===== config.mk =====
export PLATFORM = sky130hd
export DESIGN_NAME = ex_stage
export DESIGN_NICKNAME = d
export VERILOG_FILES = /design/src/rtl/ex_pkg.sv /design/src/rtl/ex_multiplier.sv /design/src/rtl/ex_stage.sv
export SDC_FILE = /design/constraint.sdc
export NUM_CORES = 1
export LEC_CHECK = 0
export ABC_AREA = 1
export CORE_MARGIN = 2
export CORE_UTILIZATION = 40
export CTS_CLUSTER_DIAMETER = 40
export DETAILED_ROUTE_END_ITERATION = 6
export MAX_ROUTING_LAYER = met4
export PLACE_DENSITY = 0.58
export SLEW_MARGIN = 20
export SYNTH_ARGS = -nofsm -noshare
export SYNTH_HDL_FRONTEND = slang
export SYNTH_HIERARCHICAL = 1
export SYNTH_SLANG_ARGS = --single-unit

===== constraint.sdc =====
create_clock -name clk -period 8.6 [get_ports clk]
set_clock_uncertainty 0.05 [all_clocks]
set_input_delay 1.29 -clock clk [delete_from_list [all_inputs] [get_ports clk]]
set_output_delay 1.29 -clock clk [all_outputs]
set_load 0.02 [all_outputs]

===== src/rtl/ex_pkg.sv =====
// Shared definitions for the execute stage: ALU op codes, forward selects,
// EX_MEM field positions (also used by the memory stage) and multiplier states.
package ex_pkg;

   typedef enum logic [3:0] {
      OP_ADD  = 4'd0,
      OP_SUB  = 4'd1,
      OP_AND  = 4'd2,
      OP_OR   = 4'd3,
      OP_XOR  = 4'd4,
      OP_NOR  = 4'd5,
      OP_SLL  = 4'd6,
      OP_SRL  = 4'd7,
      OP_SRA  = 4'd8,
      OP_SLT  = 4'd9,
      OP_SLTU = 4'd10,
      OP_LUI  = 4'd11,
      OP_MUL  = 4'd12
   } alu_op_e;

   localparam logic [1:0] FWD_REG = 2'b00;
   localparam logic [1:0] FWD_MEM = 2'b01;
   localparam logic [1:0] FWD_WB  = 2'b10;

   localparam int EXM_W            = 74;
   localparam int EXM_STORE_LSB    = 0;
   localparam int EXM_ALU_LSB      = 32;
   localparam int EXM_WREG_LSB     = 64;
   localparam int EXM_MEMREAD      = 69;
   localparam int EXM_MEMWRITE     = 70;
   localparam int EXM_REGWRITE     = 71;
   localparam int EXM_MEMTOREG_LSB = 72;

   typedef enum logic [1:0] {
      MS_IDLE = 2'd0,
      MS_BUSY = 2'd1,
      MS_DONE = 2'd2
   } mul_state_e;

endpackage


===== src/rtl/ex_multiplier.sv =====
// Iterative shift-add multiplier: one partial product per cycle, DATA_W cycles,
// then a single DONE cycle in which the product is valid.
module ex_multiplier
   import ex_pkg::*;
#(
   parameter int DATA_W = 32
) (
   input  logic              clk,
   input  logic              reset,
   input  logic              i_start,
   input  logic              i_abort,
   input  logic [DATA_W-1:0] i_multiplicand,
   input  logic [DATA_W-1:0] i_multiplier,
   output logic              o_busy,
   output logic              o_done,
   output logic [DATA_W-1:0] o_product,
   output mul_state_e        o_state
);

   localparam int CNT_W = $clog2(DATA_W);
   localparam logic [CNT_W-1:0] CNT_LAST = CNT_W'(DATA_W - 1);

   mul_state_e        r_state;
   logic [CNT_W-1:0]  r_cnt;
   logic [DATA_W-1:0] r_mcand;
   logic [DATA_W-1:0] r_mplier;
   logic [DATA_W-1:0] r_acc;

   always_ff @(posedge clk) begin
      if (reset) begin
         r_state  <= MS_IDLE;
         r_cnt    <= '0;
         r_mcand  <= '0;
         r_mplier <= '0;
         r_acc    <= '0;
      end else begin
         case (r_state)
            MS_IDLE: begin
               if (i_start) begin
                  r_mcand  <= i_multiplicand;
                  r_mplier <= i_multiplier;
                  r_acc    <= '0;
                  r_cnt    <= '0;
                  r_state  <= MS_BUSY;
               end
            end
            MS_BUSY: begin
               if (i_abort) begin
                  r_cnt   <= '0;
                  r_state <= MS_IDLE;
               end else begin
                  if (r_mplier[0]) r_acc <= r_acc + r_mcand;
                  r_mcand  <= r_mcand << 1;
                  r_mplier <= r_mplier >> 1;
                  r_cnt    <= r_cnt + 1'b1;
                  if (r_cnt == CNT_LAST) r_state <= MS_DONE;
               end
            end
            default: begin
               // DONE (or an abort during DONE) always returns to IDLE.
               r_cnt   <= '0;
               r_state <= MS_IDLE;
            end
         endcase
      end
   end

   assign o_busy    = (r_state == MS_BUSY);
   assign o_done    = (r_state == MS_DONE);
   assign o_product = r_acc;
   assign o_state   = r_state;

endmodule


===== src/rtl/ex_stage.sv =====
// Execute stage: operand forwarding, single-cycle ALU, iterative MUL with
// upstream stall, and the EX_MEM pipeline register.
module ex_stage
   import ex_pkg::*;
#(
   parameter int DATA_W = 32,
   parameter int REG_W  = 5
) (
   input  logic              clk,
   input  logic              reset,
   input  logic              EX_Valid,
   input  logic [3:0]        EX_ALUOp,
   input  logic [DATA_W-1:0] EX_RegA,
   input  logic [DATA_W-1:0] EX_RegB,
   input  logic [DATA_W-1:0] EX_Imm,
   input  logic              EX_ALUSrc,
   input  logic [4:0]        EX_Shamt,
   input  logic              EX_ShiftVar,
   input  logic [1:0]        EX_ForwardA,
   input  logic [1:0]        EX_ForwardB,
   input  logic [DATA_W-1:0] EX_WBData,
   input  logic              EX_Flush,
   input  logic              EX_MemWrite,
   input  logic              EX_MemRead,
   input  logic              EX_RegWrite,
   input  logic [1:0]        EX_MemtoReg,
   input  logic [REG_W-1:0]  EX_WriteRegister,
   output logic              EX_Stall,
   output logic [EXM_W-1:0]  EX_MEM
);

   logic [EXM_W-1:0]  r_ex_mem;
   logic [DATA_W-1:0] w_op_a;
   logic [DATA_W-1:0] w_fwd_b;
   logic [DATA_W-1:0] w_op_b;
   logic [4:0]        w_sh;
   logic [DATA_W-1:0] w_alu;
   logic [DATA_W-1:0] w_result;
   logic [EXM_W-1:0]  w_ex_mem_next;
   logic              w_is_mul;
   logic              w_start;
   logic              w_bubble;
   logic              w_mul_busy;
   logic              w_mul_done;
   logic [DATA_W-1:0] w_mul_product;
   mul_state_e        w_mul_state;

   always_comb begin
      w_op_a = EX_RegA;
      case (EX_ForwardA)
         FWD_MEM: w_op_a = r_ex_mem[EXM_ALU_LSB +: DATA_W];
         FWD_WB:  w_op_a = EX_WBData;
         default: w_op_a = EX_RegA;
      endcase
      w_fwd_b = EX_RegB;
      case (EX_ForwardB)
         FWD_MEM: w_fwd_b = r_ex_mem[EXM_ALU_LSB +: DATA_W];
         FWD_WB:  w_fwd_b = EX_WBData;
         default: w_fwd_b = EX_RegB;
      endcase
   end

   assign w_op_b = EX_ALUSrc ? EX_Imm : w_fwd_b;
   assign w_sh   = EX_ShiftVar ? w_op_a[4:0] : EX_Shamt;

   always_comb begin
      w_alu = '0;
      case (EX_ALUOp)
         OP_ADD:  w_alu = w_op_a + w_op_b;
         OP_SUB:  w_alu = w_op_a - w_op_b;
         OP_AND:  w_alu = w_op_a & w_op_b;
         OP_OR:   w_alu = w_op_a | w_op_b;
         OP_XOR:  w_alu = w_op_a ^ w_op_b;
         OP_NOR:  w_alu = ~(w_op_a | w_op_b);
         OP_SLL:  w_alu = w_op_b << w_sh;
         OP_SRL:  w_alu = w_op_b >> w_sh;
         OP_SRA:  w_alu = $signed(w_op_b) >>> w_sh;
         OP_SLT:  w_alu = {{(DATA_W-1){1'b0}}, $signed(w_op_a) < $signed(w_op_b)};
         OP_SLTU: w_alu = {{(DATA_W-1){1'b0}}, w_op_a < w_op_b};
         OP_LUI:  w_alu = {w_op_b[15:0], 16'h0000};
         default: w_alu = '0;
      endcase
   end

   assign w_is_mul = (EX_ALUOp == OP_MUL);
   assign w_start  = (w_mul_state == MS_IDLE) & EX_Valid & w_is_mul & ~EX_Flush & ~reset;

   ex_multiplier #(.DATA_W(DATA_W)) u_mul (
      .clk            (clk),
      .reset          (reset),
      .i_start        (w_start),
      .i_abort        (EX_Flush),
      .i_multiplicand (w_op_a),
      .i_multiplier   (w_op_b),
      .o_busy         (w_mul_busy),
      .o_done         (w_mul_done),
      .o_product      (w_mul_product),
      .o_state        (w_mul_state)
   );

   // A MUL only reaches EX_MEM in its DONE cycle; every earlier cycle is a bubble.
   assign w_bubble = ~EX_Valid | EX_Flush | w_mul_busy | (w_is_mul & ~w_mul_done);
   assign w_result = w_is_mul ? w_mul_product : w_alu;

   assign w_ex_mem_next = {EX_MemtoReg,
                           EX_RegWrite & (EX_WriteRegister != '0),
                           EX_MemWrite,
                           EX_MemRead,
                           EX_WriteRegister,
                           w_result,
                           w_fwd_b};

   always_ff @(posedge clk) begin
      if (reset) begin
         r_ex_mem <= '0;
      end else if (w_bubble) begin
         r_ex_mem <= '0;
      end else begin
         r_ex_mem <= w_ex_mem_next;
      end
   end

   assign EX_Stall = ~reset & (w_start | (w_mul_busy & ~EX_Flush));
   assign EX_MEM   = r_ex_mem;

endmodule


After elaboration in Yosys (flattened, before gate mapping)
Index checks and enable logic that the tools add are counted.
{"block": "totals", "input_bits": 157, "latch_bits": 0, "ff_bits": 177, "elab_cells": 89, "output_inout_bits": 75, "mem_bits_ro": 0, "memories": 0, "mem_bits_rw": 0}
{"block": "op_classes", "reduce_logical": 8, "shifts": 3, "bitwise": 20, "n_div": 0, "eq_ne": 23, "n_mul": 0, "addsub": 4, "order_cmp": 2, "n_mux": 23}
{"cell": "one-hot mux 32 bit (12 select lines)", "count": 1}
{"cell": "one-hot mux 32 bit (2 select lines)", "count": 5}
{"cell": "two-way mux 32 bit", "count": 9}
{"cell": "adder 32 bit", "count": 2}
{"cell": "< comparator 32 bit", "count": 2}
{"cell": "AND 32 bit", "count": 1}
{"cell": "inverter 32 bit", "count": 1}
{"cell": "bitwise OR 32 bit", "count": 1}
{"cell": "<< shifter 32 x 5 -> 32 bit", "count": 1}
{"cell": ">> shifter 32 x 5 -> 32 bit", "count": 1}
{"cell": ">>> shifter 32 x 5 -> 32 bit", "count": 1}
{"cell": "subtractor 32 bit", "count": 1}
{"cell": "XOR 32 bit", "count": 1}
{"cell": "== test 4 bit, second input constant", "count": 5}
{"cell": "== test 4 x 3 -> 1 bit, second input constant", "count": 4}
{"cell": "two-way mux 5 bit", "count": 3}
{"cell": "one-hot mux 5 bit (2 select lines)", "count": 1}
{"cell": "AND 1 bit", "count": 8}
{"cell": "== test 4 x 2 -> 1 bit, second input constant", "count": 2}
{"cell": "== test 2 x 1 -> 1 bit, second input constant", "count": 3}
{"cell": "== test 2 bit, second input constant", "count": 3}
{"cell": "two-way mux 2 bit", "count": 3}
{"cell": "adder 5 x 1 -> 5 bit, second input constant", "count": 1}
{"cell": "== test 5 bit, second input constant", "count": 1}
{"cell": "15 further kinds", "count": 22}

Logic depth before layout (Yosys ltp)
Gate-level depths: netlist (run 1).
{"block": "depth", "ltp_word": 7, "depth_mapped": 27, "mapped_depth_nobuf": 25}

Modules after synthesis
Netlist (run 1), hierarchy kept.
{"module": "ex_stage", "seq_area_each_um2": 1481.4, "area_per_inst_um2": 14193.6, "cells_per_inst": 2617, "instances": 1}
{"module": "ex_multiplier", "seq_area_each_um2": 2062.0, "area_per_inst_um2": 6470.0, "cells_per_inst": 1047, "instances": 1}

Worst setup path before layout (run 1)
OpenSTA, ideal clock, no wires.
{"block": "synth_path", "path_kind": "in2reg", "start": "in EX_ForwardA[0]", "end": "reg r_ex_mem[53], in the netlist EX_MEM[53]", "stages": 25, "arrival_time_ps": 4246, "t_required_ps": 8441, "n_path_buf": 5, "setup_slack_ps": 4195, "setup_time_ps": 109, "path_cell_list": "inv_1 > ha_1 > buf_6 > inv_2 > buf_6 > clkbuf_1 > clkbuf_1 > o21ai_0 > inv_1 > ha_1 > clkbuf_1 > inv_1 > nand2_1 > nor2_1 > inv_1 > nor2_1 > o21ai_0 > nand3_1 > nand2_1 > nand3_1 > nand3b_1 > nor2_1 > nand3_1 > nand2_1 > inv_1"}
{"block": "synth_via", "elab_cells_between_ends": 15, "cone_classes": "2 x add/sub; 2 x eq/ne; 3 x shift; 4 x mux; 4 x bitwise"}
{"element": "start: declaration", "line": "ex_stage.sv:19", "text": "input logic [1:0] EX_ForwardA,"}
{"element": "== test 2 bit or == test 2 x 1 -> 1 bit (tied branches)", "line": "ex_stage.sv:50", "text": "case (EX_ForwardA)"}
{"element": "one-hot mux 32 bit (2 select lines) (*)", "line": "ex_stage.sv:50"}
{"element": "via w_op_a[19]", "line": "ex_stage.sv:33", "text": "logic [DATA_W-1:0] w_op_a;"}
{"element": "subtractor 32 bit or adder 32 bit (tied branches)", "line": "ex_stage.sv:70, ex_stage.sv:69"}
{"element": "one-hot mux 32 bit (12 select lines) (*)", "line": "ex_stage.sv:68", "text": "case (EX_ALUOp)"}
{"element": "two-way mux 32 bit (*)", "line": "ex_stage.sv:103", "text": "assign w_result = w_is_mul ? w_mul_product : w_alu;"}
{"element": "end signal: assignment", "line": "ex_stage.sv:119", "text": "r_ex_mem <= w_ex_mem_next;"}
{"element": "end: declaration", "line": "ex_stage.sv:32", "text": "logic [EXM_W-1:0] r_ex_mem;"}
The timed path passes the listed nets; every way through them passes the cells marked *.
A chain may end at the register's enable or synchronous reset.

Worst setup path in the final report (run 1)
{"block": "layout_path", "start": "in EX_ForwardB[0]", "end": "reg r_ex_mem[61], in the netlist EX_MEM[61]"}
{"block": "layout_via", "elab_cells_between_ends": 15, "cone_classes": "2 x add/sub; 2 x eq/ne; 3 x shift; 4 x mux; 4 x bitwise"}
{"element": "start: declaration", "line": "ex_stage.sv:20", "text": "input logic [1:0] EX_ForwardB,"}
{"element": "== test 2 bit or == test 2 x 1 -> 1 bit (tied branches)", "line": "ex_stage.sv:56", "text": "case (EX_ForwardB)"}
{"element": "one-hot mux 32 bit (2 select lines) (*)", "line": "ex_stage.sv:56"}
{"element": "two-way mux 32 bit (*)", "line": "ex_stage.sv:63", "text": "assign w_op_b = EX_ALUSrc ? EX_Imm : w_fwd_b;"}
{"element": "via w_op_b[11]", "line": "ex_stage.sv:35", "text": "logic [DATA_W-1:0] w_op_b;"}
{"element": "subtractor 32 bit (tied with other cells)", "line": "ex_stage.sv:70", "text": "OP_SUB: w_alu = w_op_a - w_op_b;"}
{"element": "one-hot mux 32 bit (12 select lines) (*)", "line": "ex_stage.sv:68"}
{"element": "two-way mux 32 bit (*)", "line": "ex_stage.sv:103"}
Marks and branches as above.

==> results of run 1 <==
## routing by layer
| metal | share of wire, % | wire length, microns | GRT usage (%) | up-vias |
|---|---|---|---|---|
| met5 | 0 | 0 | - | - |
| met4 | 7.4 | 8930 | 29.3 | 0 |
| met3 | 12 | 14000 | 12.4 | 287 |
| met2 | 41 | 49600 | 64.9 | 1674 |
| met1 | 40 | 48000 | 56.1 | 12300 |
| li1 | - | - | - | 12300 |
## layout make-up
cell class | instances | area (sq um)
flip-flops and latches | 177 | 3540
multi-input cells | 2911 | 14800
diodes | 3 | 7.51
repair buffers | 271 | 2610
fillers | 5703 | 27300
well taps | 680 | 851
clock buffers | 18 | 429
inverters | 409 | 1540
clock inverters | 14 | 158
## worst max-delay path, delay by kind of cell
| kind | cells | cell delay [ns] |
|---|---|---|
| AOI/OAI and AO/OA | 1 | 0.31 |
| and+or+nand+nor | 15 | 2.42 |
| adders and majority gates | 2 | 0.71 |
| buffers and inverters | 8 | 1.90 |
## cells by family after synthesis
logic type,count (synthesis),share of synthesized area (%)
XOR/XNOR,9,0.381
buffers and inverters,576,11.5
AO/OA/AOI/OAI,573,16.2
AND/OR/NAND/NOR,2185,45.9
flip-flops,177,17.1
adder cells (fa/ha/maj),144,8.83
## worst max path at each step
stage	slack, ns	start	end	depth (start not counted)
floorplan	4.20	EX_ForwardA[0]	EX_MEM[53]$_SDFF_PP0_	25
global placement	1.86	EX_ForwardB[0]	EX_MEM[61]$_SDFF_PP0_	26
global route	2.14	EX_ForwardB[0]	EX_MEM[49]$_SDFF_PP0_	28
detailed placement	1.92	EX_ForwardB[0]	EX_MEM[61]$_SDFF_PP0_	26
CTS	2.47	EX_ForwardB[0]	EX_MEM[61]$_SDFF_PP0_	26
finish	2.26	EX_ForwardB[0]	EX_MEM[61]$_SDFF_PP0_	26
## state kept, by name (all words and copies together), names as in the netlist
name and flops:
EX_MEM 74, u_mul/o_product 32, u_mul/o_state 2, u_mul/r_cnt 5
u_mul/r_mcand 32, u_mul/r_mplier 32
## where the power goes
part           total (mW)  internal, mW  switching (mW)
combinational        1.75         0.476            1.27
sequential          0.847         0.832          0.0154
clock               0.839         0.393           0.447
total                3.43          1.70            1.73
## metrics by stage
| stage | hold slack (ns) | total power [mW] | setup WS, ns |
|---|---|---|---|
| global route | 0.439 | 3.56 | 2.14 |
| finish | 0.422 | 3.43 | 2.26 |
| global placement | 0.404 | 2.54 | 1.86 |
| detailed placement | 0.413 | 2.52 | 1.92 |
| CTS | 0.426 | 3.36 | 2.47 |
| floorplan | 0.389 | 1.87 | 4.20 |
## layout by cell type (no fill, tap or decap), types with 10 or more instances in the layout
| cell type | instances |
|---|---|
| sky130_fd_sc_hd__a21oi_1 | 187 |
| sky130_fd_sc_hd__nand2_2 | 25 |
| sky130_fd_sc_hd__nand2_1 | 1185 |
| sky130_fd_sc_hd__ha_1 | 141 |
| sky130_fd_sc_hd__inv_1 | 388 |
| sky130_fd_sc_hd__clkdlybuf4s50_1 | 231 |
| sky130_fd_sc_hd__nand3_2 | 16 |
| sky130_fd_sc_hd__nor3_1 | 18 |
| sky130_fd_sc_hd__nor2_1 | 273 |
| sky130_fd_sc_hd__dfxtp_1 | 177 |
| sky130_fd_sc_hd__a221o_1 | 26 |
| sky130_fd_sc_hd__nand4_1 | 42 |
| sky130_fd_sc_hd__o21ai_1 | 21 |
| sky130_fd_sc_hd__a31oi_1 | 64 |
| sky130_fd_sc_hd__o21ai_0 | 175 |
| sky130_fd_sc_hd__o21bai_1 | 15 |
| sky130_fd_sc_hd__buf_4 | 40 |
| sky130_fd_sc_hd__nand3b_1 | 11 |
| sky130_fd_sc_hd__nand3_1 | 523 |
| sky130_fd_sc_hd__or2_2 | 48 |
| sky130_fd_sc_hd__o22ai_1 | 15 |
| sky130_fd_sc_hd__o211ai_1 | 10 |
| sky130_fd_sc_hd__inv_2 | 15 |
| sky130_fd_sc_hd__clkbuf_16 | 17 |
| sky130_fd_sc_hd__a221oi_1 | 13 |
==> impl_results.rst, run 1 <==
.. list-table::
   :header-rows: 1

   * - Metric
     - Value
   * - Portion of the post-synthesis area used by sequential elements
     - 17.1%
   * - IR drop worst, VDD
     - 153 uV
   * - Number of post-CTS setup repair buffers
     - 0
   * - Total negative setup slack
     - 0 ns
   * - Crit path arrival time
     - approximately 6.7 ns
   * - Commonest cells in the netlist
     - 1,185 x sky130_fd_sc_hd__nand2_1, 524 x sky130_fd_sc_hd__nand3_1, 389 x sky130_fd_sc_hd__inv_1, 273 x sky130_fd_sc_hd__nor2_1, 187 x sky130_fd_sc_hd__a21oi_1
   * - Die W
     - between 200 and 250 microns
   * - Worst Setup Path Type
     - primary input to register
   * - Die height
     - approximately 230 microns
   * - CTS sink count
     - between 150 and 200
   * - Synthesis warning total
     - 6
   * - Core Footprint
     - 51,200 sq um
   * - Number of buffers between clock root and the deepest sink
     - 2
   * - Detailed router's first-iteration violation count
     - 3,566
   * - Data required time of the critical path
     - slightly below 9 ns
   * - Number of flops mapped to enable cells by yosys
     - 0
   * - Worst hold path endpoint
     - u_mul/r_mplier[31]$_SDFFE_PP0P_
   * - Core utilization of the finished layout
     - between 40 and 50%
   * - Placer congestion estimate
     - 1.09
   * - Worst flop-to-flop path endpoint
     - EX_MEM[63]$_SDFF_PP0_
   * - Total standard cell area after synthesis
     - between 20,000 and 25,000 sq um
   * - Post-synthesis average cell area
     - approximately 5.6 sq um
   * - Gate count of the mapped netlist
     - 3,664
   * - Startpoint type of the worst setup path
     - primary input
   * - Share of async-settable or async-resettable flops after synthesis
     - 0%
   * - Largest stage delay, worst path
     - about 0.57 ns
   * - Biggest fanout along the worst timing path
     - 29
   * - Count of vias placed by the detailed router
     - 26.6k
   * - Cell at the root of the clock tree
     - sky130_fd_sc_hd__clkbuf_16
   * - Power per cell area
     - between 100 and 150 nW/um^2
   * - Area after detailed placement
     - 23,300 sq um
   * - Slowest library cell on the worst path
     - sky130_fd_sc_hd__nand2_1
   * - Shortest period the worst path allows
     - 6.34 ns
   * - Antenna-violating nets left
     - 0
   * - Crit path capture type
     - register
   * - Final Cycle Share
     - 73.8%
   * - TritonCTS Buffers
     - 17
   * - Pre-antenna DRT Iters
     - 7
   * - Yosys cell types
     - a little over 60
   * - Top achievable clock speed
     - 158 MHz
   * - Cell taking the most area after synthesis
     - sky130_fd_sc_hd__nand2_1
   * - Wire length of the first global-routing pass
     - roughly 170,000 microns
   * - NumNets Final
     - slightly above 4k
   * - Clock latency of the later-clocked register in the worst-skew pair
     - 0.53 ns
   * - Run status
     - complete, no violations
   * - Cell with the most instances after synthesis
     - sky130_fd_sc_hd__nand2_1
   * - Leading post-synthesis cells by cell area
     - sky130_fd_sc_hd__nand2_1 22%, sky130_fd_sc_hd__dfxtp_1 17%, sky130_fd_sc_hd__nand3_1 13%
   * - Synthesized netlist net count
     - 3,965
   * - Measured slew at the worst slew-check pin
     - 1.23 ns
   * - Layout cells sized above 1
     - under 10%
   * - Count of input and output buffers
     - between 200 and 250
   * - Area added between synthesis and finish
     - 15.7%
   * - Leakage power figure
     - roughly 12 nW
   * - Die outline area
     - around 53,000 sq um
   * - Number of antenna violations at the first check in global routing
     - 2
   * - Residual DRC count
     - 0
   * - Clock Pin Slew Worst Setup and Hold Paths
     - ~0.08 ns
   * - Logic depth of the worst register-to-register path
     - 22
   * - Floorplan row count
     - 83
   * - Most common cell on crit path
     - sky130_fd_sc_hd__nand2_1
   * - Critical R2R Launch
     - EX_MEM[36]$_SDFF_PP0_
   * - Number of max-slew violations in the final report
     - 0
   * - Total of hold buffers inserted after clock tree synthesis
     - 0
   * - RSZ-0062 raised after global routing
     - no
   * - Via count of the first global-routing pass
     - approximately 24k
   * - Final count of hold timing violations
     - 0
   * - Register bit total from synthesis
     - 177
   * - Number of endpoints failing setup at the final stage
     - 0
   * - Number of vias per cell
     - 5.92
   * - Most instantiated flip-flop cell in the synthesis netlist
     - sky130_fd_sc_hd__dfxtp_1
   * - Total placed cells including tap cells
     - 4,448
   * - Number of instances resized during post-cts repair
     - 0
   * - Maximum number of pins on one net before global-route repair
     - between 60 and 70
   * - Average routed wire per standard cell
     - approximately 27 microns
   * - GR Overflow Total
     - 0
   * - H-Tree Depth
     - 4
   * - Starting utilization of the core area
     - 40.4%
   * - Number of cells on the worst hold path
     - 2
   * - Origin of the worst min-delay path
     - u_mul/r_mplier[31]$_SDFFE_PP0P_
   * - Gr usage total
     - between 40% and 50%
   * - Detailed Route WL
     - between 100,000 and 150,000 microns
   * - Final standard cell area without fillers
     - 23,900 sq um
   * - TritonCTS clock tree
     - built
   * - Post-route insts no fill
     - 4,483
   * - Number of max-cap violations
     - 0
   * - Half-perimeter wire length after placement
     - just under 100,000 microns
   * - Min-Delay Path Class
     - register to register
   * - Worst slew slack as a fraction of its limit
     - roughly 17%
   * - Top cell type's share of synthesized area
     - ~22%
   * - Worst-case register-to-register setup slack
     - between 4 and 5 ns
   * - Number of top-level design ports
     - 232
(Power assumes the default switching activity.)
==> run 2, diff against run 1 <==
--- a/config.mk
+++ b/config.mk
@@ -11,7 +11,7 @@
 export CTS_CLUSTER_DIAMETER = 40
 export DETAILED_ROUTE_END_ITERATION = 6
 export MAX_ROUTING_LAYER = met4
-export PLACE_DENSITY = 0.58
+export PLACE_DENSITY = 0.6
 export SLEW_MARGIN = 20
 export SYNTH_ARGS = -nofsm -noshare
 export SYNTH_HDL_FRONTEND = slang
==> constraint.sdc (replaced) <==
create_clock -name clk -period 5.59 [get_ports clk]
set_clock_uncertainty 0.05 [all_clocks]
set_input_delay 0.8385 -clock clk [delete_from_list [all_inputs] [get_ports clk]]
set_output_delay 0.8385 -clock clk [all_outputs]
set_load 0.02 [all_outputs]
==> run 2 against run 1 <==
The run now ends with DRC left. First-iteration DRC count up 6.7%. Clock power up 57%. Sequential share of layout area is 0.53 points lower. Total power is 60% higher. Global-route usage barely moved.
==> impl_results.rst, run 2 (same netlist as run 1, synthesis figures left out) <==
.. list-table::
   :header-rows: 1

   * - Metric
     - Value
   * - Run status
     - complete, but fails checks
   * - Antenna-violating nets left
     - 0
   * - Number of post-CTS setup repair buffers
     - 0
   * - Half-perimeter wire length after placement
     - 99,000 microns
   * - Gr usage total
     - a little under half
   * - Detailed router's first-iteration violation count
     - between 3k and 4k
   * - Clock latency of the later-clocked register in the worst-skew pair
     - ~0.51 ns
   * - Die height
     - approximately 230 microns
   * - Post-route insts no fill
     - ~4.6k
   * - RSZ-0062 raised after global routing
     - no
   * - Layout cells sized above 1
     - 7.89%
   * - Seq. cell area
     - between 3000 and 4000 sq um
   * - Floorplan row count
     - 83
   * - Count of input and output buffers
     - between 200 and 250
   * - Worst slew slack as a fraction of its limit
     - 22.9%
   * - Number of vias per cell
     - ~5.9
   * - Via count of the first global-routing pass
     - roughly 24k
   * - Count of vias placed by the detailed router
     - 27.1k
   * - Number of top-level design ports
     - around 230
   * - Maximum number of pins on one net before global-route repair
     - roughly 120
   * - Number of endpoints failing setup at the final stage
     - 0
   * - Worst Setup Path Type
     - primary input to register
   * - Total negative setup slack
     - 0 ns
   * - Final count of hold timing violations
     - 0
   * - Most common cell on crit path
     - sky130_fd_sc_hd__nand2_1
   * - NumNets Final
     - 4,191
   * - Number of instances resized during post-cts repair
     - 0
   * - Violations in the final reports
     - DRC
   * - Power per cell area
     - ~220 nW/um^2
   * - Core Footprint
     - around 51,000 sq um
   * - Crit path capture type
     - register
   * - Top achievable clock speed
     - a little under 200 MHz
   * - Measured slew at the worst slew-check pin
     - around 1.2 ns
   * - Final Power
     - roughly 5.5 mW
   * - Min-Delay Path Class
     - register to register
   * - Data required time of the critical path
     - about 5.9 ns
   * - Residual DRC count
     - 3
   * - H-Tree Depth
     - 4
   * - Cell at the root of the clock tree
     - sky130_fd_sc_hd__clkbuf_16
   * - Number of buffers between clock root and the deepest sink
     - 2
   * - Most frequent cells in the layout
     - 1,185 x sky130_fd_sc_hd__nand2_1, 523 x sky130_fd_sc_hd__nand3_1, 388 x sky130_fd_sc_hd__inv_1
   * - CTS sink count
     - 177
   * - Final-layout fill cell count
     - 5,588
   * - Total of hold buffers inserted after clock tree synthesis
     - 0
   * - Slowest library cell on the worst path
     - sky130_fd_sc_hd__o21ai_1
   * - Number of max-slew violations in the final report
     - 0
   * - Largest stage delay, worst path
     - between 0.5 and 0.6 ns
   * - Die outline area
     - about 53,000 sq um
   * - Detailed Route WL
     - approximately 120,000 microns
   * - Most common cell after layout, fill and taps aside
     - sky130_fd_sc_hd__nand2_1
   * - IR drop worst, VDD
     - 225 uV
   * - Startpoint type of the worst setup path
     - primary input
   * - Critical Path, Cell by Cell
     - clkdlybuf4s50_1 -> inv_1 -> ha_1 -> inv_2 -> nand2_1 -> o21ai_0 -> nand2_1 -> nand2_1 -> ha_1 -> inv_1 -> fa_1 -> o21ai_1 -> buf_4 -> nand2_1 -> nand2_1 -> inv_1 -> o21ai_1 -> nand3_1 -> nand3_1 -> nand2_1 -> nand3_1 -> nand4_1 -> nor2_1 -> nor2_1
   * - Die W
     - between 200 and 250 microns
   * - Total area of multi-input combinational cells
     - 14,800 sq um
   * - Wire length of the first global-routing pass
     - approximately 170,000 microns
   * - Total placed cells including tap cells
     - 4,551
   * - Final Cycle Share
     - roughly nine tenths
   * - Placer congestion estimate
     - approximately 1.1
   * - Biggest fanout along the worst timing path
     - 14
   * - Number of max-cap violations
     - 0
   * - Starting utilization of the core area
     - around two fifths
   * - Pre-antenna DRT Iters
     - 7
   * - Leakage power figure
     - about 12 nW
   * - Core utilization of the finished layout
     - 48.5%
   * - Area added between synthesis and finish
     - 20.1%
   * - GR Overflow Total
     - 0
   * - Average routed wire per standard cell
     - between 20 and 30 microns
   * - Final standard cell area without fillers
     - between 20,000 and 25,000 sq um
   * - Number of flip-flops in the largest register
     - between 70 and 80
   * - Shortest period the worst path allows
     - slightly above 5 ns
   * - TritonCTS Buffers
     - 17
   * - Clock Pin Slew Worst Setup and Hold Paths
     - about 0.080 ns
   * - TritonCTS clock tree
     - built
   * - Area after detailed placement
     - 24,200 sq um
   * - Number of antenna violations at the first check in global routing
     - 12
   * - Crit path arrival time
     - approximately 5.4 ns
[run 2: cell types whose count changed in the layout (fill, tap and decap cells not counted), sizes merged]
| cell | delta |
|---|---|
| buf | +103 |
| diode | +6 |
| inv | -4 |
| clkinvlp | +3 |
| bufinv | +1 |
[run 2: area by class of cell]
cell class,instances,area share [%]
Clock buffer,18,1.73
Inverter,409,6.20
Clock inverter,14,0.686
Multi-Input combinational cell,2911,59.5
Timing Repair Buffer,374,14.1
Antenna cell,9,0.0908
Tap cell,680,3.43
Sequential cell,177,14.3
[run 2: final timing paths]
kind,startpoint,end,slack (ns),cells after the start
setup / recovery,EX_ForwardB[0],EX_MEM[56]$_SDFF_PP0_,0.50,24
hold / removal,u_mul/r_mplier[31]$_SDFFE_PP0P_,u_mul/r_mplier[31]$_SDFFE_PP0P_,0.42,2
setup reg to reg,EX_MEM[32]$_SDFF_PP0_,EX_MEM[56]$_SDFF_PP0_,1.17,22
hold reg to reg,u_mul/r_mplier[31]$_SDFFE_PP0P_,u_mul/r_mplier[31]$_SDFFE_PP0P_,0.42,2
[run 2: routing by layer]
layer / vias up / routed length [microns] / track usage, % / share of wire [%]
li1: 12500 / - / - / -
met1: 12600 / 47500 / 55.3 / 39
met2: 1638 / 50700 / 65.8 / 42
met3: 346 / 13800 / 11.4 / 11
met4: 0 / 9370 / 30.8 / 7.7
met5: - / 0 / - / 0
[run 2: where the power goes]
group | leakage (nW) | total, mW | switching [mW] | internal, mW
sequential | 1.43 | 1.31 | 0.0261 | 1.28
clock | 0.282 | 1.32 | 0.680 | 0.638
combinational | 10.4 | 2.88 | 2.00 | 0.875
total | 12.1 | 5.50 | 2.71 | 2.79
[run 2: critical path, delay by kind of cell]
kind,cells,cell delay [ns]
buffers and inverters,6,1.16
and+or+nand+nor,12,1.62
AOI/OAI and AO/OA,3,0.76
adders and majority gates,3,1.01
[run 2: per-stage QoR]
| stage | setup slack (ns) | hold slack, ns |
|---|---|---|
| detailed placement | 0.153 | 0.407 |
| floorplan | 1.64 | 0.389 |
| finish | 0.504 | 0.418 |
| CTS | 0.677 | 0.419 |
| global route | 0.253 | 0.449 |
| global placement | 0.154 | 0.403 |
